`src/rtl/register_file_32x32_pkg.sv`:
```
// Shared constants and types for the MIPS general-purpose register file.
package register_file_32x32_pkg;

    // Datapath word width and register index width.
    localparam int unsigned DATA_W = 32;
    localparam int unsigned ADDR_W = 5;

    // Number of architectural registers addressed by ADDR_W.
    localparam int unsigned NUM_REGS = 1 << ADDR_W;

    // Named MIPS register indices.
    localparam logic [ADDR_W-1:0] REG_ZERO = 5'd0;
    localparam logic [ADDR_W-1:0] REG_SP   = 5'd29;
    localparam logic [ADDR_W-1:0] REG_RA   = 5'd31;

    typedef logic [DATA_W-1:0] word_t;
    typedef logic [ADDR_W-1:0] reg_idx_t;

    // True when a write-port request actually targets architectural storage.
    function automatic logic write_is_live(
        input logic     reg_write,
        input logic     reset,
        input reg_idx_t write_reg
    );
        return reg_write && !reset && (write_reg != REG_ZERO);
    endfunction

endpackage : register_file_32x32_pkg

```
`src/rtl/register_file_32x32_register_word.sv`:
```
// One storage word of the register file: synchronous reset, load enable.
module register_word #(
    parameter int unsigned DATA_W = 32
) (
    input  logic              clk,
    input  logic              reset,
    input  logic              load_i,
    input  logic [DATA_W-1:0] d_i,
    output logic [DATA_W-1:0] q_o
);

    logic [DATA_W-1:0] data_q;
    logic [DATA_W-1:0] data_d;

    // Next-state: take the new word when loaded, otherwise hold.
    always_comb begin
        data_d = data_q;
        if (load_i) begin
            data_d = d_i;
        end
    end

    // State register with synchronous active-high clear.
    always_ff @(posedge clk) begin
        if (reset) begin
            data_q <= '0;
        end else begin
            data_q <= data_d;
        end
    end

    assign q_o = data_q;

endmodule : register_word

```
`src/rtl/register_file_32x32.sv`:
```
// 32 x 32-bit MIPS register file: one synchronous write port, two
// combinational read ports, $0 hardwired to zero, write-to-read forwarding.
module register_file_32x32 #(
    parameter int unsigned DATA_W = register_file_32x32_pkg::DATA_W,
    parameter int unsigned ADDR_W = register_file_32x32_pkg::ADDR_W
) (
    input  logic              clk,
    input  logic              reset,
    input  logic              reg_write,
    input  logic [ADDR_W-1:0] write_reg,
    input  logic [DATA_W-1:0] write_data,
    input  logic [ADDR_W-1:0] read_reg1,
    input  logic [ADDR_W-1:0] read_reg2,
    output logic [DATA_W-1:0] read_data1,
    output logic [DATA_W-1:0] read_data2
);

    import register_file_32x32_pkg::*;

    localparam int unsigned DEPTH = 1 << ADDR_W;

    // Write strobes and stored words exist only for indices 1..DEPTH-1;
    // register 0 has no storage at all.
    logic [DEPTH-1:1]  wr_en;
    logic [DATA_W-1:0] word_q [1:DEPTH-1];

    logic              wr_live;
    logic [DATA_W-1:0] stored1;
    logic [DATA_W-1:0] stored2;
    logic              fwd1;
    logic              fwd2;

    assign wr_live = write_is_live(reg_write, reset, write_reg);

    // Write decoder: one-hot strobe for the addressed non-zero register.
    always_comb begin
        wr_en = '0;
        for (int unsigned i = 1; i < DEPTH; i++) begin
            wr_en[i] = wr_live && (write_reg == ADDR_W'(i));
        end
    end

    for (genvar g = 1; g < DEPTH; g++) begin : g_word
        register_word #(
            .DATA_W(DATA_W)
        ) u_word (
            .clk    (clk),
            .reset  (reset),
            .load_i (wr_en[g]),
            .d_i    (write_data),
            .q_o    (word_q[g])
        );
    end

    // Read port 1 storage mux; index 0 falls through to zero.
    always_comb begin
        stored1 = '0;
        for (int unsigned i = 1; i < DEPTH; i++) begin
            if (read_reg1 == ADDR_W'(i)) begin
                stored1 = word_q[i];
            end
        end
    end

    // Read port 2 storage mux; index 0 falls through to zero.
    always_comb begin
        stored2 = '0;
        for (int unsigned i = 1; i < DEPTH; i++) begin
            if (read_reg2 == ADDR_W'(i)) begin
                stored2 = word_q[i];
            end
        end
    end

    // Forwarding compare: wr_live already excludes reset and index 0, so a
    // read of $0 or a read during reset never sees the write-port word.
    always_comb begin
        fwd1 = wr_live && (read_reg1 == write_reg);
        fwd2 = wr_live && (read_reg2 == write_reg);
    end

    // Output override mux: same-cycle write data beats stored contents.
    always_comb begin
        read_data1 = fwd1 ? write_data : stored1;
        read_data2 = fwd2 ? write_data : stored2;
    end

endmodule : register_file_32x32

```
`config.mk`:
```
export PLATFORM = sky130hd
export DESIGN_NAME = register_file_32x32
export DESIGN_NICKNAME = d
export VERILOG_FILES = /design/src/rtl/register_file_32x32_pkg.sv /design/src/rtl/register_file_32x32_register_word.sv /design/src/rtl/register_file_32x32.sv
export SDC_FILE = /design/constraint.sdc
export NUM_CORES = 2
export LEC_CHECK = 0
export ABC_AREA = 0
export BUFFER_PORTS_ARGS = -buffer_cell sky130_fd_sc_hd__buf_4
export CORE_MARGIN = 1.5
export CORE_UTILIZATION = 45
export CTS_CLUSTER_DIAMETER = 80
export DETAILED_ROUTE_END_ITERATION = 10
export HOLD_SLACK_MARGIN = 0.12
export PLACE_DENSITY_LB_ADDON = 0.15
export SLEW_MARGIN = 20
export SYNTH_ARGS = -nofsm -noshare
export SYNTH_HDL_FRONTEND = slang
export SYNTH_HIERARCHICAL = 1
export SYNTH_SLANG_ARGS = --single-unit
```
`constraint.sdc`:
```
create_clock -name clk -period 4.65 [get_ports clk]
set_input_delay 0 -clock clk [delete_from_list [all_inputs] [get_ports clk]]
set_output_delay 0 -clock clk [all_outputs]
set_load 0.03 [all_outputs]
```
; Word level (Yosys, flattened, before mapping)
; Index checks and enable logic that the tools add are counted.
[totals]
inputBits = 50
wordCells = 227
ff_bits = 992
[classes]
muxes = 64
n_eq_ne = 95
reduce_logical = 37
[ops]
columns = op, n
row1 = $mux 32, 64
row2 = $eq 5x5->1 const B, 48
row3 = $eq 5x4->1 const B, 24
row4 = $eq 5x3->1 const B, 12
row5 = $logic_and 1x1->1, 35
row6 = $eq 5x2->1 const B, 6
row7 = $eq 5x1->1 const B, 3
row8 = $eq 5x5->1, 2
row9 = $reduce_bool 5->1, 1
row10 = $logic_not 1->1, 1

; Logic depth before layout (Yosys ltp)
[logic_depth]
word_depth = 33
ltp_mapped = 11

; Modules after synthesis
; Netlist, hierarchy kept.
[by_module_without_submodules]
columns = mod, area_per_inst_um2, instances, cells_per_inst, seq_area_each_um2
row1 = register_word, 1163.6, 31, 103, 640.6
row2 = register_file_32x32, 21000.1, 1, 3255, 0.0

; Worst setup path after synthesis
; No wires, ideal clock.
[synth_path]
path_type = input port to output port
from = input port read_reg1[3]
to = output port read_data1[10]
setup_slack_ns = 2.511
arrival_ns = 2.139
path_stages = 8
path_buffers = 2
path_cell_list = buf_6 > or4b_1 > buf_2 > nor2_2 > a22oi_1 > a211oi_1 > nor3_1 > o31ai_1
[synth_via]
elab_chain_len = 33
word_cells_on_any_way = 65
cone_classes = eq/ne: 32 / mux: 32 / reduce/logical: 1
[synth_lines]
columns = item, line
row1 = from (decl), register_file_32x32.sv:12  ; input logic [ADDR_W-1:0] read_reg1,
row2 = $eq 5x1->1, register_file_32x32.sv:59  ; if (read_reg1 == ADDR_W'(i)) begin
row3 = $mux 32 (31 in a row), register_file_32x32.sv:59
row4 = $mux 32 *, register_file_32x32.sv:84  ; read_data1 = fwd1 ? write_data : stored1;
row5 = to (decl), register_file_32x32.sv:14  ; output logic [DATA_W-1:0] read_data1,
; Mark *: on every way between the ends. The rest lies on a longest branch, timed or not.

; Worst setup path in the final report
[layout_path]
from = input port read_reg2[2]
to = output port read_data2[16]
[layout_via]
elab_chain_len = 33
word_cells_on_any_way = 65
cone_classes = eq/ne: 32 / mux: 32 / reduce/logical: 1
[layout_lines]
columns = item, line
row1 = from (decl), register_file_32x32.sv:13  ; input logic [ADDR_W-1:0] read_reg2,
row2 = $eq 5x1->1, register_file_32x32.sv:69  ; if (read_reg2 == ADDR_W'(i)) begin
row3 = $mux 32 (31 in a row), register_file_32x32.sv:69
row4 = $mux 32 *, register_file_32x32.sv:85  ; read_data2 = fwd2 ? write_data : stored2;
row5 = to (decl), register_file_32x32.sv:15  ; output logic [DATA_W-1:0] read_data2
; Marked as above.

==> impl_metrics.csv <==
group,metric,value,unit
critical_path,worstReg2RegStart,"g_word[3].u_word/q_o[12]",
power,leakage,21.44,nW
critical_path,r2r_cells,3,
status,run_status,"finished clean",
placed_design,place_inst,7899,
critical_path,path_delay_family,"compound AO/OA/AOI/OAI gates",
global_route,antenna_found_initial,24,
logic_synthesis,synthTopCellsByCount,"1283 x nor2_1, 1214 x mux2i_1, 992 x dfxtp_1, 348 x o21ai_0, 279 x nand2_1",
hold_path,min_to,"g_word[7].u_word/q_o[30]",
floorplanning,ios,114,
final_layout,fin_nets,6450,
critical_path,worst_ep_required_time,4.65,ns
placed_design,io_buffer_count,113,
detailed_routing,ant_nets,0,
final_layout,layout-drive-gt1-share,12.47,%
sta,setup_viol,0,
hold_path,timing.hold.worst.start,"write_data[30]",
detailed_routing,drc,0,
hold_path,hold_depth,4,
critical_path,critical_path_class,"in2out",
clock_tree,clk_pin_slew,0.06,ns
critical_path,reg2reg_slack,3.47,ns
critical_path,path_buf_inv,2,
critical_path,start_kind,"input pin",
final_layout,finalNonFillerCells,8143,
floorplanning,initial_core_util,45.39,%
critical_path,crit_path_max_fanout,47,
logic_synthesis,synth.area.top_cells,"dfxtp_1 35%, mux2i_1 21%, nor2_1 8.4%, buf_12 3.3%, o21ai_0 3.1%",
logic_synthesis,async_flop_share,0,%
clock_tree,cts_root_buf,"clkbuf_16",
final_layout,syn_to_final_growth,9.045,%
critical_path,cp-end-kind,"output pin",
sta,max_freq,217.5,MHz
logic_synthesis,synth_largest_area_cell,"dfxtp_1",
sta,max_slew_margin,14.63,%
sta,finalSetupTns,0,ns
clock_tree,clkLatencyLatePin,0.75,ns
critical_path,crit_slowest_cell,"a2111oi_0",
detailed_routing,routed_via_density,6.810,
sta,tightest_slew,1.248,ns
hold_path,hp-class,"in2reg",
detailed_routing,drt-pass1-iter-count,9,
logic_synthesis,synth_fp_nets,6498,
logic_synthesis,ys.warnings.count,6,
logic_synthesis,yosys_register_bits,992,
final_layout,utilization,49.50,%
logic_synthesis,ys_types,92,
floorplanning,die_w,359.1,microns
run,drv_cap,0,
logic_synthesis,synth_top_area_share,34.80,%
floorplanning,die_area,129000,sq um
sta,slew_violations,0,
clock_tree,clockBufferDepth,3,
sta,fin_crit,4.597,ns
logic_synthesis,synth_edf_count,0,
final_layout,largest_reg_flops,992,
global_route,grt_pass1_wl,386600,microns
critical_path,worst-path-stages,8,
logic_synthesis,syn_area_per_cell,8.851,sq um
global_route,overflow,0,
logic_synthesis,netlist_area,57070,sq um
critical_path,r2r_end,"g_word[3].u_word/q_o[12]",
global_route,grt_pass1_vias,50150,
logic_synthesis,syn_inst,6448,
floorplanning,std_cell_rows,130,
logic_synthesis,synth.most_common_cell,"nor2_1",
detailed_routing,finalWirelength,275900,microns
power,powerDensity,330.7,nW/um^2
clock_tree,cts.sinks,992,
global_route,track_usage,40.85,%
detailed_routing,route.vias.total,55450,
critical_path,max_stage_delay,1.11,ns
detailed_routing,first_iter_violations,9356,
critical_path,cp.arrival,4.60,ns
clock_tree,numCtsBuffers,112,
critical_path,cp_cell_sequence,"buf_4 > or3b_1 > nor2_2 > a222oi_1 > a2111oi_0 > o21ai_0 > a211oi_1 > buf_4",
floorplanning,die_y,359.1,microns
sta,finalHoldViolations,0,
sta,skew,0,ns
power,vdd_drop_max,0.0002801,V
placed_design,place_hpwl,192400,microns
sta,rsz0062_at_grt,"no",
sta,fin_crit_sh,98.86,%
logic_synthesis,ys_seq_area_share,34.80,%
critical_path,crit_path_frequent_cell,"buf_4",
floorplanning,fp.coreArea,125700,sq um
placed_design,gp_congestion,1.070,
final_layout,fill_cells,12130,
logic_synthesis,synth_top_flop_cell,"dfxtp_1",
clock_tree,ctsHtreeMaxLevel,3,
detailed_routing,wl_per_cell,33.88,microns
global_route,grt_max_degree,196,
clock_tree,cts_tree,"yes",
-- cell usage in the layout (no fill, tap or decap), types with 45 or more instances in the layout --
cell type / synthesis / routed
dfxtp_1: 992 / 992
o211ai_1: 58 / 58
mux2_2: 100 / 100
nand2_1: 279 / 279
a211oi_1: 48 / 48
o221ai_1: 45 / 45
a31oi_1: 55 / 55
mux2i_1: 1214 / 1214
buf_4: 40 / 375
o21ai_0: 348 / 346
nor3_1: 68 / 68
a221oi_1: 49 / 49
a21oi_1: 239 / 238
nand3_1: 49 / 49
a22oi_1: 79 / 79
clkbuf_16: 0 / 112
and3_1: 47 / 47
nor2_1: 1283 / 1249
o22ai_1: 148 / 148
-- worst max-delay path by stage --
| stage | start | endpoint |
|---|---|---|
| after floorplan | read_reg1[3] | read_data1[10] |
| after global routing | read_reg2[2] | read_data2[16] |
| final | read_reg2[2] | read_data2[16] |
| after global placement | read_reg2[2] | read_data2[16] |
| after detailed placement | read_reg2[1] | read_data2[16] |
| after CTS | read_reg2[1] | read_data2[16] |
-- power breakdown --
part           internal, W  total, W  switching, W
Sequential         0.00853   0.00857     0.0000353
Combinational     0.000722   0.00278       0.00206
Clock              0.00529   0.00924       0.00394
Total               0.0145    0.0206       0.00604
-- metrics by stage --
stage / cell area, sq um / worst slack (ns) / hold slack, ns / total power (W)
4_1_cts: 62200 / 0.5060 / 0.1201 / 0.02047
5_1_grt: 62230 / 0.3388 / 0.2016 / 0.02097
6_report: 62230 / 0.05294 / 0.1320 / 0.02058
2_1_floorplan: 57070 / 2.511 / 0.07238 / 0.01008
3_3_place_gp: 58090 / 0.5977 / 0.2843 / 0.01133
3_5_place_dp: 58100 / 0.5117 / 0.2902 / 0.01134
-- kinds of logic after synthesis --
family	count (synthesis)	synth area share (%)
buffers and inverters	626	8.066
and+or+nand+nor	2017	15.68
xor gates and xnor gates	11	0.1688
AOI/OAI and AO/OA	1481	17.75
muxes	1321	23.54
DFF	992	34.80
-- layout make-up --
class                           count  area, sq um  share of cell area [%]
Multi-Input combinational cell   4830        32930                   52.91
Antenna cell                        4        10.01                 0.01608
Clock buffer                      157         3242                   5.209
Timing Repair Buffer              428         3491                   5.609
Clock inverter                     46        501.7                  0.8062
Inverter                           36        137.6                  0.2211
Sequential cell                   992        19860                   31.91
Tap cell                         1650         2064                   3.317
-- per-layer routing --
layer | track usage (%) | up-vias | part of all wire (%)
met1 | 53.82 | 26890 | 39
li1 | - | 23390 | -
met2 | 58.67 | 4185 | 41
met5 | 0 | - | 0.091
met4 | 22.00 | 28 | 6.3
met3 | 13.47 | 962 | 14
-- worst min-delay path, cell delays in order --
cell,delay [ns]
dlygate4sd3_1,0.53
buf_4,0.15
mux2i_1,0.08
nor2_1,0.09
-- repair_timing --
item,CTS,global route
hold buffers,36,0
endpoints found under the hold margin,992,0
resized for setup,0,0
setup endpoints to repair,0,0
buffers inserted,0,0
(Power assumes the default switching activity.)
